==> src/rtl/gravity_player_ctrl.sv <==
// Gravity-flip player motion controller: tracks the player's y across platform lanes,
// falls toward the gravity side, snaps onto crossed platforms and flags death off-field.
//
// state      | meaning
// -----------+---------------------------------------------------------------
// ST_RESTING | standing on lane `lane`, waiting for platform loss or gravity flip
// ST_FALLING | moving STEP pixels per tick_en toward the gravity side
// ST_DEAD    | left the playfield or killed; everything frozen until rst_n
module gravity_player_ctrl #(
    parameter int NUM_LANES  = 3,
    parameter int HEIGHT_W   = 9,
    parameter int BASE_Y     = 40,
    parameter int LANE_PITCH = 130,
    parameter int STEP       = 2,
    parameter int MAX_Y      = 400,
    parameter int START_LANE = 1,
    parameter int LANE_W     = (NUM_LANES > 1) ? $clog2(NUM_LANES) : 1
) (
    input  logic                 clk,
    input  logic                 rst_n,
    input  logic                 tick_en,
    input  logic                 grav_dir,
    input  logic                 kill,
    input  logic [NUM_LANES-1:0] lines,
    output logic [HEIGHT_W-1:0]  height,
    output logic [LANE_W-1:0]    lane,
    output logic                 falling,
    output logic                 landed,
    output logic                 dead
);

    localparam logic [1:0] ST_RESTING = 2'd0;
    localparam logic [1:0] ST_FALLING = 2'd1;
    localparam logic [1:0] ST_DEAD    = 2'd2;

    // Two guard bits: one for sign below zero, one so MAX_Y + STEP cannot wrap.
    localparam int SW = HEIGHT_W + 2;
    localparam logic signed [SW-1:0]   STEP_S     = SW'(STEP);
    localparam logic signed [SW-1:0]   MAX_S      = SW'(MAX_Y);
    localparam logic [HEIGHT_W-1:0]    MAX_H      = HEIGHT_W'(MAX_Y);
    localparam logic [HEIGHT_W-1:0]    START_Y    = HEIGHT_W'(BASE_Y + START_LANE * LANE_PITCH);
    localparam logic [LANE_W-1:0]      START_LANE_L = LANE_W'(START_LANE);

    logic [1:0]               state;
    logic                     grav_q;
    logic signed [SW-1:0]     lane_y [NUM_LANES];
    logic signed [SW-1:0]     h_cur;
    logic signed [SW-1:0]     h_next;
    logic                     hit;
    logic [LANE_W-1:0]        hit_lane;
    logic signed [SW-1:0]     hit_y;

    genvar g;
    generate
        for (g = 0; g < NUM_LANES; g++) begin : g_lane_y
            assign lane_y[g] = SW'(BASE_Y + g * LANE_PITCH);
        end
    endgenerate

    // Candidate search: only lanes strictly beyond the current height, up to h_next.
    always_comb begin
        h_cur    = $signed({2'b00, height});
        h_next   = grav_dir ? (h_cur + STEP_S) : (h_cur - STEP_S);
        hit      = 1'b0;
        hit_lane = '0;
        hit_y    = '0;
        for (int j = 0; j < NUM_LANES; j++) begin
            if (lines[j]) begin
                if (!grav_dir && (lane_y[j] >= h_next) && (lane_y[j] < h_cur)
                    && (!hit || (lane_y[j] > hit_y))) begin
                    hit      = 1'b1;
                    hit_lane = LANE_W'(j);
                    hit_y    = lane_y[j];
                end else if (grav_dir && (lane_y[j] > h_cur) && (lane_y[j] <= h_next)
                    && (!hit || (lane_y[j] < hit_y))) begin
                    hit      = 1'b1;
                    hit_lane = LANE_W'(j);
                    hit_y    = lane_y[j];
                end
            end
        end
    end

    always_ff @(posedge clk or negedge rst_n) begin
        if (!rst_n) begin
            state  <= ST_RESTING;
            height <= START_Y;
            lane   <= START_LANE_L;
            grav_q <= 1'b0;
            landed <= 1'b0;
        end else begin
            landed <= 1'b0;
            if (kill) begin
                state <= ST_DEAD;
            end else begin
                case (state)
                    ST_RESTING: begin
                        if (!lines[lane] || (grav_dir != grav_q))
                            state <= ST_FALLING;
                    end
                    ST_FALLING: begin
                        if (tick_en) begin
                            if (hit) begin
                                height <= hit_y[HEIGHT_W-1:0];
                                lane   <= hit_lane;
                                state  <= ST_RESTING;
                                landed <= 1'b1;
                                grav_q <= grav_dir;
                            end else if (!grav_dir && (h_next[SW-1] || (h_next == '0))) begin
                                height <= '0;
                                state  <= ST_DEAD;
                            end else if (grav_dir && (h_next >= MAX_S)) begin
                                height <= MAX_H;
                                state  <= ST_DEAD;
                            end else begin
                                height <= h_next[HEIGHT_W-1:0];
                            end
                        end
                    end
                    default: state <= ST_DEAD;
                endcase
            end
        end
    end

    assign falling = (state == ST_FALLING);
    assign dead    = (state == ST_DEAD);

endmodule
==> config.mk <==
export PLATFORM = sky130hd
export DESIGN_NAME = gravity_player_ctrl
export DESIGN_NICKNAME = d
export VERILOG_FILES = /design/src/rtl/gravity_player_ctrl.sv
export SDC_FILE = /design/constraint.sdc
export NUM_CORES = 1
export LEC_CHECK = 0
export BUFFER_PORTS_ARGS = -buffer_cell sky130_fd_sc_hd__buf_2
export CAP_MARGIN = 30
export CORE_ASPECT_RATIO = 0.9
export CORE_MARGIN = 3
export CORE_UTILIZATION = 63
export DETAILED_ROUTE_END_ITERATION = 8
export GPL_ROUTABILITY_DRIVEN = 0
export PLACE_DENSITY = 0.86
export SYNTH_ARGS = -nofsm -noshare
export SYNTH_HDL_FRONTEND = slang
export SYNTH_SLANG_ARGS = --single-unit
export TNS_END_PERCENT = 50
==> constraint.sdc <==
create_clock -name clk -period 10.11 [get_ports clk]
set_clock_uncertainty 0.15 [all_clocks]
set_input_delay 1.011 -clock clk [delete_from_list [all_inputs] [get_ports clk]]
set_output_delay 1.011 -clock clk [all_outputs]
set_load 0.03 [all_outputs]
==> run summary, run 1 <==
The flow ran to the end, and the final reports show no timing, DRC or antenna violations. The total power density per cell area came out at between 60 and 70 nW/um2. In this run the vertical extent of the chip is between 50 and 60 um. Counting the buffers created by CTS gives 3. The launching element type of the critical path is an input pin. The detail route stage leaves a number of antenna-violating nets equal to 0.

The share of post-route cells with drive strength above 1 is approximately a quarter. The worst path arrival time came out at 3.81 ns. The relative slew slack is 47.8%. The min-delay analysis places its worst path in the category register to register. The clock net sink count came out at 14.

In the synthesized netlist the dominant register cell turns out to be sky130_fd_sc_hd__dfrtp_1. The overall routed net length is 4780 um. The total negative slack came out at 0 ns. The path with the worst hold slack has its endpoint at lane[0]$_DFFE_PN1P_. The largest individual stage delay along the critical path comes from the cell sky130_fd_sc_hd__or3b_1. Clock tree synthesis selected as its root buffer the cell sky130_fd_sc_hd__clkbuf_4. The post-cts resize count is 0. The startpoint identified for the worst register-to-register timing path is height[1]$_DFFE_PN1P_. The number of endpoints with negative hold slack in the final report is 0. The cell leakage power came out at around 0.7 nW. The number of distinct library cells after synthesis came out at 73. The slew at the pin closest to its max-slew limit came out at roughly 0.8 ns. Across all register-to-register paths, the minimum setup slack is 6.38 ns. The later-pin clock latency in the skew report is between 0.2 and 0.3 ns. The worst reg2reg path depth came out at 10. The placeable core region is approximately 2500 um2. The final period demand of the worst path came out at roughly 3.8 ns. The kind of cell adding the most delay to the critical path is simple AND/OR/NAND/NOR gates. The TritonCTS clock tree is yes.

The worst setup path is captured at a register. The top-level port count came out at 22. Of all nets on the critical path, the largest fanout is 28. The synthesized netlist net count came out at between 200 and 250. The clock transition at the register clock pins on the worst setup and hold paths after CTS came out at around 0.09 ns.

The largest single stage delay on the critical path is between 0.4 and 0.5 ns. The routed via count is 1,750. The sequential element share of the synthesized area came out at between 20% and 30%. The count of buffers added by post-CTS timing repair for setup is 0. The floorplan die area came out at ~3400 um2. The number of cells produced by synthesis is 200.

The detailed-placement wirelength estimate came out at around 3600 um. The post-synthesis average cell area is between 8 and 9 um2. The detailed-router iteration count before antenna repair came out at 4.

After the first detailed-routing iteration, the DRC count stood at 220. Across every metal layer, demand over resource in global routing totals a little under 30%. Once the floorplan was initialized, standard cells occupied about two thirds of the core. The required time of the worst setup path is roughly 10 ns. The Yosys warning count came out at 0.

The wire length of the first global-routing pass came out at a little under 8000 um. Final hold analysis gives a worst-case slack of around 0.35 ns. The total overflow left after global routing is 0. The die width is roughly 61 um. The number of antenna diodes came out at 0.

The proportion of register bits with asynchronous set or reset after synthesis came out at 100%. The via count of the first global-routing pass came out at approximately 1,600. Counting instances, the worst hold path has a depth of 2. The critical path is of the input pin to register type. The number of max-slew violations in the final report is 0. The row count came out at 17. The number of antenna violations at the first check in global routing came to 0.

After synthesis the netlist holds a flip-flop and latch count of 14. In the routed design, unresolved DRC markers number 0. The worst register-to-register path ends at height[4]$_DFFE_PN0P_. Setup repair after global routing left no endpoint under its margin. The count of buffers added on input and output ports is 20. After detailed routing, the average wire length per cell comes to roughly 20 um. The signal on the critical path passes through buf_2 -> or3_4 -> o22a_1 -> xnor2_2 -> or3b_1 -> a2111oi_4 -> nor3_2 -> a21oi_2 -> mux2_4. The largest net degree at the start of global routing came out at 29. The count of flip-flops with a built-in enable after synthesis came out at 0. The maximum count of clock buffers along a single path came out at 2. The relative area change from synthesis to final layout came out at 4.47%. The largest vdd supply drop is between 0.00008 and 0.00009 V.

The achievable clock frequency is around 0.26 GHz. The final count of negative-setup-slack endpoints is 0. After clock tree synthesis, the flow added hold-fix buffers numbering 0. The via density per instance came out at 7.35. The startpoint of the lowest-slack hold path is lane[0]$_DFFE_PN1P_. CTS built an H-tree with a depth of 1.

The post-layout net count is between 200 and 250. Across the run, the number of max-cap violations was 0. Counting both buffers and inverters, the worst setup path holds a total of 1. The cell area after synthesis came out at 1740 um2. Dividing the final minimum period by the clock period gives 37.4%.
## registers in the layout (all words and copies together), names as in the netlist
name	cells
grav_q	1
height	8
lane	2
landed	1
state	2
## per-stage QoR
| stage | area (um2) | cells | total power [mW] | utilization, % | worst slack (ns) |
|---|---|---|---|---|---|
| after floorplan | 1740 | 200 | 0.0736 | - | 6.44 |
| after global placement | 1780 | 234 | 0.0776 | 70.2 | 6.15 |
| after detailed placement | 1780 | 234 | 0.0782 | 70.2 | 6.06 |
| after CTS | 1810 | 238 | 0.118 | 71.6 | 6.35 |
| after global routing | 1810 | 238 | 0.123 | 71.6 | 6.23 |
| final | 1810 | 238 | 0.119 | 71.6 | 6.33 |
## worst max-delay path by stage
stage               startpoint                  to  slack (ns)  cells after the start
floorplan             grav_dir  grav_q$_DFFE_PN0P_        6.44                     10
global placement      grav_dir  grav_q$_DFFE_PN0P_        6.15                      9
detailed placement    grav_dir  grav_q$_DFFE_PN0P_        6.06                      9
CTS                   grav_dir  grav_q$_DFFE_PN0P_        6.35                      9
global route          grav_dir  grav_q$_DFFE_PN0P_        6.23                      9
finish                grav_dir  grav_q$_DFFE_PN0P_        6.33                      9
## cell usage after synthesis (3+ instances only)
cell                       instances  share of area (%)
sky130_fd_sc_hd__a21oi_1           4                1.2
sky130_fd_sc_hd__a31oi_1           9                3.2
sky130_fd_sc_hd__and3_1            7                2.5
sky130_fd_sc_hd__buf_2             3               0.86
sky130_fd_sc_hd__buf_4             4                1.7
sky130_fd_sc_hd__buf_6             3                1.9
sky130_fd_sc_hd__clkbuf_1          4               0.86
sky130_fd_sc_hd__dfrtp_1           9                 13
sky130_fd_sc_hd__dfstp_2           5                7.6
sky130_fd_sc_hd__ha_1              5                3.6
sky130_fd_sc_hd__inv_1             8                1.7
sky130_fd_sc_hd__nand2_1          15                3.2
sky130_fd_sc_hd__nand3_1          15                4.3
sky130_fd_sc_hd__nand3b_1          3                1.3
sky130_fd_sc_hd__nand4_1           4                1.4
sky130_fd_sc_hd__nor2_1            7                1.5
sky130_fd_sc_hd__nor2b_1           4                1.4
sky130_fd_sc_hd__nor3_2            3                1.7
sky130_fd_sc_hd__o21a_1            3                1.3
sky130_fd_sc_hd__o21ai_0           8                2.3
sky130_fd_sc_hd__o21ai_1           5                1.4
sky130_fd_sc_hd__o31ai_1           4                1.7
sky130_fd_sc_hd__o41ai_1           3                1.5
sky130_fd_sc_hd__xnor2_1           4                2.0
## placed cells by master (no fill, tap or decap), drive strengths merged, types with 5 or more instances in the layout
master  count
o21ai      13
nand3      15
nor2        7
nand2      16
and3        7
ha          5
xnor2       6
a21oi       5
o31ai       5
inv         8
dfrtp       9
nor3        5
dfstp       5
buf        20
a31oi      10
## routing by layer
| metal | vias up | GRT usage [%] | share of wire [%] |
|---|---|---|---|
| met5 | - | 0 | 0 |
| met1 | 801 | 42.9 | 40 |
| met2 | 143 | 42.1 | 45 |
| met3 | 12 | 9.05 | 13 |
| met4 | 0 | 5.26 | 2.2 |
| li1 | 794 | - | - |
## where the power goes
group / internal [mW] / total (mW) / switching, mW
registers: 0.0569 / 0.0589 / 0.00201
clock network: 0.0219 / 0.0410 / 0.0190
logic: 0.00659 / 0.0189 / 0.0123
total: 0.0854 / 0.119 / 0.0334
## cell families (layout without fill, tap and decap cells)
logic type,Yosys count,count (layout),share of synthesized area (%)
other,1,1,0.216
AND/OR/NAND/NOR,81,81,30.5
AO/OA/AOI/OAI,67,67,31.5
multiplexers,3,3,2.09
buffers and inverters,22,32,7.14
adder cells (fa/ha/maj),5,5,3.60
flip-flops,14,14,20.5
XOR/XNOR,7,7,4.40
## worst min-delay path, delay by kind of cell, from the launching register on
kind / cells / cell delay (ns)
AOI/OAI and AO/OA: 1 / 0.06
DFF: 1 / 0.40
buffers and inverters: 1 / 0.05
## area by class of cell
class | count | area, um2
multi-input combinational | 164 | 1250
inverter | 8 | 30.0
fill | 193 | 718
sequential | 14 | 357
clock buffer | 4 | 36.3
timing repair buffer | 20 | 100
tap | 28 | 35.0
No activity file was read; power rests on OpenSTA's default activity.
==> run 2: changes to the inputs <==
Settings changed: ABC_AREA set to 1, CORE_UTILIZATION 63 to 58, PLACE_DENSITY 0.86 to 0.81.
Clock period 10.11 ns to 3.8 ns, I/O delays scaled along.
==> run 2 against run 1 <==
Routed wire length down 10%. Sequential share of layout area up 1.2 points. Register-to-register slack worse by 5.6 ns. Critical path type is now register to register. Core utilization down 3.6 points. Critical endpoint is now height[7]$_DFFE_PN1P_.
==> run summary, run 2 <==
The detailed-placement wirelength estimate is 3350 um (-6.5%). The number of antenna violations at the first check in global routing came out at 0 (unchanged). The later-pin clock latency in the skew report came to 0.28 ns (about the same). The routed via count is 1,757 (+0.40%). In the final layout, the registers with the most flip-flops are height: 8 flops, lane: 2 flops, state: 2 flops.

Of all cell types, the one taking the most synthesized area is sky130_fd_sc_hd__nand2_1. The fraction of synthesized cell area in xor and xnor cells is 1.68% (-2.7 points). The most numerous cell type found on the critical path is sky130_fd_sc_hd__nand2_1. The synthesized-area fraction occupied by and/or/nand/nor cells is 46.5% (+16 points). The final period demand of the worst path is 3.04 ns. After synthesis, the most frequently instantiated cells are 68 x sky130_fd_sc_hd__nand2_1, 36 x sky130_fd_sc_hd__inv_1, 30 x sky130_fd_sc_hd__nor2_1.

The cell leakage power came out at 0.946 nW (+32%). The number of remaining DRC errors is 0 (unchanged). The achievable clock frequency is approximately 0.33 GHz. The relative area change from synthesis to final layout came out at 8.94%.

The post-synthesis average cell area is 6.05 um2 (-30%). The initial standard-cell utilization of the core is 62.5% (-6.1 points). The final count of negative-setup-slack endpoints came out at 0 (unchanged). The row count is 17 (unchanged).

The TritonCTS clock tree is yes. The Yosys warning count is 0 (unchanged). The floorplan die area is 3360 um2 (-1.7%). The number of max-slew violations in the final report was 0 (unchanged). The post-layout net count is 291 (+30%).

The detailed-router iteration count before antenna repair is 5 (+1). The number of port buffers was 20 (unchanged). In the layout the commonest cells are 68 x sky130_fd_sc_hd__nand2_1, 36 x sky130_fd_sc_hd__inv_1, 30 x sky130_fd_sc_hd__nor2_1. The worst path arrival time came out at 3.11 ns (-0.70 ns).

The share of post-route cells with drive strength above 1 is 20.6% (-5.6 points). The number of cells produced by synthesis is 259 (+30%). Ranked by total cell area, the synthesized netlist is headed by sky130_fd_sc_hd__nand2_1 16%, sky130_fd_sc_hd__dfrtp_1 14%, sky130_fd_sc_hd__inv_1 8.6%.

The die width came out at 60.8 um (-0.86%). The min-delay analysis places its worst path in the category input pin to register. The worst reg2reg path depth is 18 (+8). The buffers plus inverters on the worst setup path is 1 (unchanged). The count of routing violations after the opening detailed-route iteration is 136 (-38%). The synthesized netlist net count is 272 (+28%).

The final core utilization came to 68.0% (-3.6 points). The adder-cell share of the synthesized area was 3.99% (+0.39 points). The top fanout value on the critical path came out at 11 (-61%).

The number of antenna diodes was 0 (unchanged). After synthesis, the largest family of logic cells by area is simple AND/OR/NAND/NOR gates. The number of CTS-inserted buffers was 3 (unchanged).

The top-level port count came out at 22 (unchanged). The most used flip-flop cell after synthesis is sky130_fd_sc_hd__dfrtp_1. The top-area cell type share of the netlist area is 16.3% (+3.3 points). The cell depth of the worst setup path is 18 (+9). The height of the die came to 55.3 um (-0.84%). The count of antenna-violating nets left after detailed routing came out at 0 (unchanged). The run finished with clean final reports.

The number of distinct library cells after synthesis came out at 34 (-53%). Setup repair after global routing left no endpoint under its margin. The kind of cell adding the most delay to the critical path is simple AND/OR/NAND/NOR gates. The critical path goes through inv_1 -> ha_1 -> nand2_1 -> nand2_1 -> xor2_1 -> nor2_2 -> nand4_1 -> nand3_1 -> nand2_1 -> nand2_1 -> nand2_1 -> nand2_1 -> nand2_1 -> nand2_2 -> nand2_4 -> nor2_4 -> nand3b_1 -> nand2_1. Among all stages on the critical path, the largest delay is contributed by sky130_fd_sc_hd__dfstp_2.

The mux cell area share after synthesis is 0% (-2.1 points). The maximum count of clock buffers along a single path is 2 (unchanged). By startpoint and endpoint, the worst setup path is classified as register to register. The cell area after synthesis came out at 1570 um2 (-9.7%). The required time of the worst setup path came out at 3.87 ns (-6.27 ns). The clock transition at the register clock pins on the worst setup and hold paths after CTS came out at 0.09 ns (about the same). Leaving out fill and tap cells, the most frequent cell in the layout is sky130_fd_sc_hd__nand2_1.

The clock net sink count is 14 (unchanged). The total power density per cell area came out at 322 nW/um2 (+390%). The cell count after placement is 300 (+28%).

The number of flip-flops under the largest register name came out at 8 (unchanged). The total global routing overflow is 0 (unchanged). STA classifies the critical path endpoint as a register. The delay contributed by the slowest stage of the critical path is 0.66 ns (+0.19 ns). The number of synthesized register bits came to 14 (unchanged). The via density per instance came out at 5.76 (-22%). The average wire per cell in the routed design came out at 14.1 um (-30%).

Clock tree synthesis selected as its root buffer the cell sky130_fd_sc_hd__clkbuf_4. The proportion of register bits with asynchronous set or reset after synthesis is 100% (unchanged). The sequential element share of the synthesized area is 22.7% (+2.2 points). The max-cap violation count came out at 0 (unchanged).

The most frequent cell after synthesis is sky130_fd_sc_hd__nand2_1. The via count of the first global-routing pass came out at 1,476 (-7.8%). The synthesized-area fraction occupied by ao, oa, aoi and oai cells is 11.7% (-20 points).

The wire length of the first global-routing pass is 7240 um (-7.4%). The placeable core region is 2510 um2 (-0.84%). The portion of the clock cycle consumed by the worst path in the final layout came out at about 80%. The count of flip-flops with a built-in enable after synthesis is 0 (unchanged). The overall routed net length is 4300 um (-10%).

The H-tree depth came out at 1 (unchanged). The placed cell area is 1660 um2 (-6.5%). The number of endpoints with negative hold slack in the final report was 0 (unchanged).

The number of instances on the worst hold path is 5 (+3). The launching element type of the critical path is a register. The global-route total usage across every layer is 27.7% (-1.5 points). The cell area after layout is 1710 um2 (-5.8%). The largest vdd supply drop is 0.000257 V (+210%). The total negative slack came out at 0 ns (unchanged).

The largest net degree at the start of global routing is 17 (-41%). The register bank with the most flops is height. The number of non-filler instances in the completed layout is 305 (+28%).
run 2: cell types whose count changed after synthesis, moves of 6 or more:
cell | previous run | this run
sky130_fd_sc_hd__nand2_1 | 15 | 68
sky130_fd_sc_hd__inv_1 | 8 | 36
sky130_fd_sc_hd__nor2_1 | 7 | 30
sky130_fd_sc_hd__a31oi_1 | 9 | 1
sky130_fd_sc_hd__and3_1 | 7 | 0
sky130_fd_sc_hd__nand2_2 | 1 | 8
sky130_fd_sc_hd__nand4_1 | 4 | 11
sky130_fd_sc_hd__inv_2 | 0 | 6
sky130_fd_sc_hd__nand3_1 | 15 | 21
run 2: worst reg2reg max path: cells and delay by family, from the launching register on:
kind	cells	cell delay, ns
fa+ha+maj	1	0.27
xor+xnor	1	0.19
simple gates	15	1.53
flops	1	0.66
buf+inv	1	0.19
run 2: timing repair:
action,4_1_cts,5_1_grt
endpoints found under the setup margin,0,0
gates resized for setup,0,0
buffers inserted,0,0
hold buffers,1,0
endpoints found under the hold margin,9,0
run 2: final timing paths:
path	from	endpoint	slack (ns)
worst min register to register	lane[0]$_DFFE_PN1P_	lane[0]$_DFFE_PN1P_	0.41
worst max-delay path	height[1]$_DFFE_PN1P_	height[7]$_DFFE_PN1P_	0.76
min in group asynchronous	rst_n	state[0]$_DFFE_PN0P_	0.37
worst max register to register	height[1]$_DFFE_PN1P_	height[7]$_DFFE_PN1P_	0.76
worst min-delay path	kill	state[1]$_DFFE_PN0P_	0.28
max in group asynchronous	rst_n	height[1]$_DFFE_PN1P_	2.83
run 2: metrics by stage:
| stage | setup WS [ns] | hold WS (ns) | power [mW] |
|---|---|---|---|
| 3_3_place_gp | 0.915 | 0.131 | 0.437 |
| 3_5_place_dp | 0.900 | 0.133 | 0.437 |
| 2_1_floorplan | 1.07 | -0.0656 | 0.379 |
| 5_1_grt | 0.592 | 0.266 | 0.596 |
| 4_1_cts | 0.863 | 0.274 | 0.547 |
| 6_report | 0.764 | 0.278 | 0.551 |
run 2: area by class of cell:
type                            count  area, um2
Multi-Input combinational cell    195       1000
Fill cell                         236        802
Sequential cell                    14        357
Inverter                           42        158
Timing Repair Buffer               22        118
Clock buffer                        4       36.3
Tap cell                           28       35.0
run 2: routing by layer:
metal / global-route usage, % / share of wire [%] / vias to the layer above
met5: 0 / 0 / -
met4: 4.02 / 0.84 / 0
met3: 4.44 / 9.0 / 10
met2: 39.4 / 46 / 101
met1: 44.4 / 44 / 782
li1: - / - / 864
run 2: cell families (layout without fill, tap and decap cells):
| group | Yosys count | after routing |
|---|---|---|
| AO/OA/AOI/OAI | 31 | 31 |
| XOR/XNOR | 3 | 3 |
| adder cells (fa/ha/maj) | 5 | 5 |
| buffers and inverters | 50 | 68 |
| flip-flops | 14 | 14 |
| other | 1 | 1 |
| AND/OR/NAND/NOR | 155 | 155 |
run 2: where the power goes:
group | switching, mW | internal [mW] | leakage (nW) | total, mW
combinational | 0.173 | 0.0766 | 0.763 | 0.250
sequential | 0.0280 | 0.165 | 0.162 | 0.193
clock | 0.0498 | 0.0583 | 0.0210 | 0.108
total | 0.251 | 0.300 | 0.946 | 0.551
